`config.mk`:
```
export PLATFORM = sky130hd
export DESIGN_NAME = mult4_seq_ctrl
export DESIGN_NICKNAME = d
export VERILOG_FILES = /design/src/rtl/mult4_seq_pkg.sv /design/src/rtl/mult2_core.sv /design/src/rtl/mult4_seq_ctrl.sv
export SDC_FILE = /design/constraint.sdc
export NUM_CORES = 1
export LEC_CHECK = 0
export BUFFER_PORTS_ARGS = -buffer_cell sky130_fd_sc_hd__buf_2
export CORE_UTILIZATION = 45
export DETAILED_ROUTE_END_ITERATION = 10
export PLACE_DENSITY_LB_ADDON = 0.2
export SLEW_MARGIN = 20
export SYNTH_ARGS = -nofsm -noshare
export SYNTH_HDL_FRONTEND = slang
export SYNTH_HIERARCHICAL = 1
export SYNTH_SLANG_ARGS = --single-unit
```
`constraint.sdc`:
```
create_clock -name clk -period 4.23 [get_ports clk]
set_input_delay 0.2115 -clock clk [delete_from_list [all_inputs] [get_ports clk]]
set_output_delay 0.2115 -clock clk [all_outputs]
set_load 0.01 [all_outputs]
```
`src/rtl/mult4_seq_pkg.sv`:
```
// ============================================================================
// Module      : mult4_seq_pkg
// Description : Shared types and constants for the sequential 4x4 multiplier
//               controller. Holds the controller state encoding, the number
//               of partial-product steps, the per-step shift amounts and the
//               bit positions that choose the operand halves for each step.
// Revision    : 1.0 - initial release
// ============================================================================
`default_nettype none

package mult4_seq_pkg;

    // Controller states.
    typedef enum logic [1:0] {
        ST_IDLE = 2'd0,
        ST_CALC = 2'd1,
        ST_DONE = 2'd2
    } state_e;

    // Four partial products: ll, lh, hl, hh.
    localparam int unsigned C_NUM_STEPS = 4;
    localparam logic [1:0]  C_LAST_STEP = 2'(C_NUM_STEPS - 1);

    // Shift amounts for the partial products, indexed by step: {0, 2, 2, 4}.
    localparam logic [2:0] C_SHIFT_S0 = 3'd0;
    localparam logic [2:0] C_SHIFT_S1 = 3'd2;
    localparam logic [2:0] C_SHIFT_S2 = 3'd2;
    localparam logic [2:0] C_SHIFT_S3 = 3'd4;

    // Step bit that selects the upper half of A (steps 2,3) and of B (steps 1,3).
    localparam int unsigned C_A_SEL_BIT = 1;
    localparam int unsigned C_B_SEL_BIT = 0;

    // Shift applied to the partial product produced in a given step.
    function automatic logic [2:0] step_shift(input logic [1:0] step);
        logic [2:0] sh;
        case (step)
            2'd0:    sh = C_SHIFT_S0;
            2'd1:    sh = C_SHIFT_S1;
            2'd2:    sh = C_SHIFT_S2;
            default: sh = C_SHIFT_S3;
        endcase
        return sh;
    endfunction

    // Pick the low or high 2-bit slice of a 4-bit operand.
    function automatic logic [1:0] slice2(input logic [3:0] v, input logic hi);
        return hi ? v[3:2] : v[1:0];
    endfunction

endpackage

`default_nettype wire

```
`src/rtl/mult2_core.sv`:
```
// ============================================================================
// Module      : mult2_core
// Description : Combinational 2x2 unsigned multiplier. Any 2x2 multiplier
//               variant with the same port list can be dropped in instead.
// Ports       : a [1:0] - multiplicand
//               b [1:0] - multiplier
//               p [3:0] - product a*b
// Revision    : 1.0 - initial release
// ============================================================================
`default_nettype none

module mult2_core (
    input  logic [1:0] a,
    input  logic [1:0] b,
    output logic [3:0] p
);

    assign p = {2'b00, a} * {2'b00, b};

endmodule

`default_nettype wire

```
`src/rtl/mult4_seq_ctrl.sv`:
```
// ============================================================================
// Module      : mult4_seq_ctrl
// Description : Sequential 4x4 unsigned multiplier. One 2x2 core is reused
//               over four steps; the shifted partial products accumulate into
//               an 8-bit product. Valid/ready handshake on input and output.
// Ports       : clk, rst_n          - clock, asynchronous active-low reset
//               in_valid/in_ready   - operand handshake
//               in_a, in_b [3:0]    - operands
//               out_valid/out_ready - product handshake
//               out_p [7:0]         - product, held stable until handoff
//               busy                - controller not in IDLE
//               op_count [CNT_W-1:0]- products handed off, wraps
// Options     : MULT4_SEQ_EARLY_ZERO_EN - a zero operand goes straight to DONE
//               with a zero product, skipping the four accumulation steps.
// Revision    : 1.0 - initial release
// ============================================================================
`default_nettype none

module mult4_seq_ctrl
    import mult4_seq_pkg::*;
#(
    parameter int CNT_W = 16
) (
    input  logic             clk,
    input  logic             rst_n,
    input  logic             in_valid,
    output logic             in_ready,
    input  logic [3:0]       in_a,
    input  logic [3:0]       in_b,
    output logic             out_valid,
    input  logic             out_ready,
    output logic [7:0]       out_p,
    output logic             busy,
    output logic [CNT_W-1:0] op_count
);

    state_e           r_state_q, w_state_d;
    logic [1:0]       r_step_q, w_step_d;
    logic [7:0]       r_acc_q, w_acc_d;
    logic [3:0]       r_a_q, w_a_d;
    logic [3:0]       r_b_q, w_b_d;
    logic [7:0]       r_out_p_q, w_out_p_d;
    logic [CNT_W-1:0] r_op_count_q, w_op_count_d;

    logic [1:0] w_core_a;
    logic [1:0] w_core_b;
    logic [3:0] w_pp;
    logic [7:0] w_pp_shifted;

    // Operand halves chosen by the step counter, from the latched operands only.
    assign w_core_a = slice2(r_a_q, r_step_q[C_A_SEL_BIT]);
    assign w_core_b = slice2(r_b_q, r_step_q[C_B_SEL_BIT]);

    mult2_core u_core (
        .a (w_core_a),
        .b (w_core_b),
        .p (w_pp)
    );

    assign w_pp_shifted = {4'b0000, w_pp} << step_shift(r_step_q);

    always_comb begin
        w_state_d    = r_state_q;
        w_step_d     = r_step_q;
        w_acc_d      = r_acc_q;
        w_a_d        = r_a_q;
        w_b_d        = r_b_q;
        w_out_p_d    = r_out_p_q;
        w_op_count_d = r_op_count_q;

        case (r_state_q)
            ST_IDLE: begin
                // in_ready is high throughout IDLE, so in_valid alone accepts.
                if (in_valid) begin
                    w_a_d     = in_a;
                    w_b_d     = in_b;
                    w_acc_d   = 8'd0;
                    w_step_d  = 2'd0;
                    w_state_d = ST_CALC;
`ifdef MULT4_SEQ_EARLY_ZERO_EN
                    if ((in_a == 4'd0) || (in_b == 4'd0)) begin
                        w_out_p_d = 8'd0;
                        w_state_d = ST_DONE;
                    end
`endif
                end
            end
            ST_CALC: begin
                w_acc_d  = r_acc_q + w_pp_shifted;
                w_step_d = r_step_q + 2'd1;
                if (r_step_q == C_LAST_STEP) begin
                    w_out_p_d = w_acc_d;
                    w_state_d = ST_DONE;
                end
            end
            ST_DONE: begin
                // Pending in_valid is ignored here; it is taken next cycle in IDLE.
                if (out_ready) begin
                    w_op_count_d = r_op_count_q + CNT_W'(1);
                    w_state_d    = ST_IDLE;
                end
            end
            default: begin
                w_state_d = ST_IDLE;
            end
        endcase
    end

    always_ff @(posedge clk or negedge rst_n) begin
        if (!rst_n) begin
            r_state_q    <= ST_IDLE;
            r_step_q     <= 2'd0;
            r_acc_q      <= 8'd0;
            r_a_q        <= 4'd0;
            r_b_q        <= 4'd0;
            r_out_p_q    <= 8'd0;
            r_op_count_q <= '0;
        end else begin
            r_state_q    <= w_state_d;
            r_step_q     <= w_step_d;
            r_acc_q      <= w_acc_d;
            r_a_q        <= w_a_d;
            r_b_q        <= w_b_d;
            r_out_p_q    <= w_out_p_d;
            r_op_count_q <= w_op_count_d;
        end
    end

    assign in_ready  = (r_state_q == ST_IDLE);
    assign out_valid = (r_state_q == ST_DONE);
    assign busy      = (r_state_q != ST_IDLE);
    assign out_p     = r_out_p_q;
    assign op_count  = r_op_count_q;

endmodule

`default_nettype wire

```
# After elaboration in Yosys (flattened, before gate mapping)
# Cells that the tools add are included.
# totals
inputBits	12
word_cells	41
regBits	44
output_inout_bits	27
# op_classes
reduce_logical	10
n_mux	11
n_eq_ne	8
add_sub_neg	3
n_mul	1
shifts	1
# ops
cell	count
$add 16x1->16 const B	1
$pmux 8 s2	1
$mux 2	6
$add 8x8->8	1
$mux 8	1
$reduce_and 2->1	4
$shl 4x3->8	1
$eq 2x2->1 const B	3
$pmux 2 s3	1
$pmux 3 s2	1
$eq 2x1->1 const B	2
$logic_not 2->1	2
$mul 2x2->4	1
$ne 2x2->1 const B	2
$pmux 2 s2	1
$reduce_bool 2->1	2
$reduce_and 3->1	1
$add 2x1->2 const B	1
$ne 2x1->1 const B	1
$reduce_or 2->1	1

# Logic depth before layout (Yosys ltp)
# depth
ltp_word	6
ltp_mapped	11
ltp_nobuf	11

# Cells and area by module
# Netlist, hierarchy kept.
# by_module_without_submodules
mod	seq_area_each_um2	area_each_um2	cells_per_inst	instances
mult4_seq_ctrl	1101.1	2203.4	196	1
mult2_core	0.0	50.0	6	1

# Worst setup path after synthesis
# OpenSTA, ideal clock, no wires.
# synth_path
path_kind	register to register
startpoint	register r_step_q[1]
endpoint	register r_out_p_q[7], in the netlist out_p[7]
t_required_ns	4.098
arrival_time_ns	2.630
setup_time_ns	0.132
path_buffers	0
slack_ns	1.468
stages_incl_launch_ff	12
cell_sequence	dfrtp_1 > mux2_2 > and2_1 > ha_1 > ha_1 > mux2i_1 > nor2_1 > ha_1 > nand2_1 > or3_1 > a22oi_1 > o31ai_1
# synth_via
elab_cells_between_ends	11
# synth_lines
element	line	text
from (decl)	mult4_seq_ctrl.sv:38	logic [1:0] r_step_q, w_step_d;
from (signal assigned)	mult4_seq_ctrl.sv:120	r_step_q <= w_step_d;
$mux 2	mult4_seq_pkg.sv:48	return hi ? v[3:2] : v[1:0];
via w_core_a[0]	mult4_seq_ctrl.sv:45	logic [1:0] w_core_a;
$mul 2x2->4	mult2_core.sv:18	assign p = {2'b00, a} * {2'b00, b};
via w_pp[2]	mult4_seq_ctrl.sv:47	logic [3:0] w_pp;
$shl 4x3->8	mult4_seq_ctrl.sv:60	assign w_pp_shifted = {4'b0000, w_pp} << step_shift(r_step_q);
$add 8x8->8	mult4_seq_ctrl.sv:89	w_acc_d = r_acc_q + w_pp_shifted;
to (signal assigned)	mult4_seq_ctrl.sv:124	r_out_p_q <= w_out_p_d;
to (decl)	mult4_seq_ctrl.sv:42	logic [7:0] r_out_p_q, w_out_p_d;
# The timed path passes the listed nets, and every way through them passes these cells.
# A chain may end at the register's enable or synchronous reset.

# Worst setup path after layout
# Same ends and word-level chain as after synthesis.

==> flow_summary.json <==
{
  "dpl.hpwl_mm": 2.89,
  "synth_area_leader_cell": "dfrtp_1",
  "cts_buffers": 5,
  "cts_sinks": 44,
  "final_nets": 264,
  "tritoncts": "done",
  "crit_chain": "mux2_2 > and2_1 > ha_1 > ha_1 > mux2i_1 > nor2_1 > ha_1 > nand2_1 > or3_1 > a22oi_1 > o31ai_1",
  "die_height_um": 72.8,
  "fmax_mhz": 338,
  "synth_common_cells": "44 x dfrtp_1, 18 x xnor2_1, 16 x nand2_1",
  "synth_edf_count": 0,
  "die_width_um": 72.8,
  "cts.clk_slew.worst_paths_ns": 0.08,
  "required_ns": 4.38,
  "yosys-top-cells-area": "dfrtp_1 49%, mux2_2 7.5%, xnor2_1 7.0%, ha_1 6.1%, o21ai_0 2.7%",
  "grt_overflow": 0,
  "drt_pass1_iterations": 4,
  "max_slew_margin_pct": 54.7,
  "clock_latency_ns": 0.29,
  "hp-class": "in -> reg",
  "outcome": "complete, no violations",
  "synthesis.area_um2": 2250,
  "rr_endpoint": "out_p[7]",
  "hold_violations": 0,
  "post_cts_buffers": 0,
  "yosysSeqAreaShare_pct": 48.9,
  "cp_max_fo": 6,
  "syn2layout_area_growth_pct": 15.4,
  "grt_pass1_wl_mm": 6.56,
  "fillers": 462,
  "min_path_cells": 2,
  "yosys.cell_types.count": 39,
  "reg2reg_depth": 11,
  "tightest_slew_ns": 0.678,
  "drive_gt1_share_pct": 25.3,
  "place.port_buffers": 38,
  "async_flop_share_pct": 100,
  "dieArea_um2": 5290,
  "slowest_delay_ns": 0.41,
  "fin_crit_ns": 2.96,
  "ir_drop_mv": 0.322,
  "clock_path_buffers": 2,
  "ant_nets": 0,
  "p_leak_uw": 0.00126,
  "cp_slowest_cell": "dfrtp_1",
  "ys_ff_latch": 44,
  "crit_type": "reg -> reg",
  "cp-end-kind": "flip-flop",
  "vias_per_cell": 5.13,
  "cpMostUsedCell": "ha_1",
  "routed_wl_mm": 3.91,
  "synth_flop_cell": "dfrtp_1",
  "rsz0062_at_grt": "no",
  "ys_warn_count": 6,
  "period_share_pct": 69.9,
  "core_area_um2": 4790,
  "finalPower_uw": 1830,
  "tns_ns": 0,
  "grt_start_max_net_pins": 45,
  "grt_pass1_vias": 1415,
  "boundaryPins": 39,
  "fin_skew_ns": 0.00566,
  "row_count": 25,
  "cts-root-buf": "clkbuf_8",
  "grt_usage_pct": 16.3,
  "power_density_nw_per_um2": 703,
  "reg2reg_slack_ns": 1.27,
  "drc": 0,
  "synthCells": 202,
  "critPathArrivalTime_ns": 3.11,
  "num_vias": 1579,
  "finalWeightedCongestion": 0.748,
  "max_cap_viol_count": 0,
  "yosysMostFrequentCell": "dfrtp_1",
  "min-delay-start": "in_b[3]",
  "avgRoutedWirePerCell_um": 12.7,
  "synth_nets": 226,
  "drt-initial-drc-count": 70,
  "avgSynthCellArea_um2": 11.2,
  "finalSetupViolCount": 0,
  "grt_antenna_before_repair": 0,
  "whs_endpoint": "r_b_q[3]",
  "htreeDepth": 2,
  "cp-start-kind": "flip-flop",
  "start_util_pct": 47.1,
  "diodes": 0,
  "drv_slew": 0,
  "r2r_start": "r_step_q[1]",
  "synth_top_area_share_pct": 48.9
}
==> registers in the layout (all words and copies together) (netlist names) <==
register   count
r_acc_q        8
r_state_q      2
r_a_q          4
op_count      16
r_step_q       2
out_p          8
r_b_q          4
==> logic make-up after synthesis <==
| group | synth area share, % |
|---|---|
| multiplexers | 8.83 |
| AO/OA/AOI/OAI | 10.2 |
| AND/OR/NAND/NOR | 14.9 |
| XOR/XNOR | 7.38 |
| flip-flops | 48.9 |
| adder cells (fa/ha/maj) | 7.00 |
| buffers and inverters | 2.89 |
==> how the worst max path moves through the flow <==
stage / from / end / slack (ns) / cells past startpoint
2_1_floorplan: r_step_q[1] / out_p[7] / 1.47 / 11
3_3_place_gp: r_step_q[1] / out_p[7] / 1.34 / 11
3_5_place_dp: r_step_q[1] / out_p[7] / 1.27 / 11
4_1_cts: r_step_q[1] / out_p[7] / 1.26 / 11
5_1_grt: r_step_q[1] / out_p[7] / 1.07 / 11
6_report: r_step_q[1] / out_p[7] / 1.27 / 11
==> critical path: cells and delay by family (launching register included) <==
kind | cells | cell delay [ns]
compound gates | 2 | 0.33
fa+ha+maj | 3 | 0.84
flops | 1 | 0.41
mux | 2 | 0.53
simple gates | 4 | 0.70
==> layout make-up <==
type	count	area, µm²	area share [%]
clock buffers	6	72.6	2.79
clock inverters	2	35.0	1.35
inverters	5	18.8	0.722
multi-input cells	145	1090	41.8
flip-flops and latches	44	1100	42.3
well taps	67	83.8	3.22
repair buffers	39	203	7.79
==> cells in the final DEF (no fill, tap or decap), types with 5 or more instances in the layout <==
master and count:
o21ai_0 12, nand4_1 5, mux2_2 15, nand2_1 16
buf_2 37, clkbuf_8 5, nand3_1 9, and2_1 5
nor2_1 7, a22o_1 5, xnor2_1 18, ha_1 11
a21oi_1 5, dfrtp_1 44, inv_1 5
==> repair_timing <==
action	4_1_cts	5_1_grt
hold endpoints to repair	0	44
hold buffers	0	1
resized for setup	0	0
==> per-stage QoR <==
stage / setup slack, ns / std cells / instance area [µm²] / utilization [%] / hold slack (ns)
final: 1.27 / 308 / 2600 / 54.4 / 0.146
after global routing: 1.07 / 308 / 2600 / 54.4 / 0.136
after CTS: 1.26 / 307 / 2590 / 54.1 / 0.101
after detailed placement: 1.27 / 299 / 2480 / 51.8 / 0.419
after global placement: 1.34 / 299 / 2480 / 51.8 / 0.420
after floorplan: 1.47 / 202 / 2250 / - / -0.0841
==> where the power goes <==
part / switching [µW] / leakage (µW) / internal, µW / total (µW)
Sequential: 92.5 / 0.000572 / 556 / 648
Clock: 135 / 0.0000552 / 175 / 311
Combinational: 462 / 0.000628 / 406 / 869
==> routing by layer <==
layer	GRT usage (%)	routed length [µm]
met1	21.9	1950
met2	25.8	1790
met3	3.04	128
met4	7.19	38
met5	0	0
Note: power is estimated with default switching activity, not from simulation.
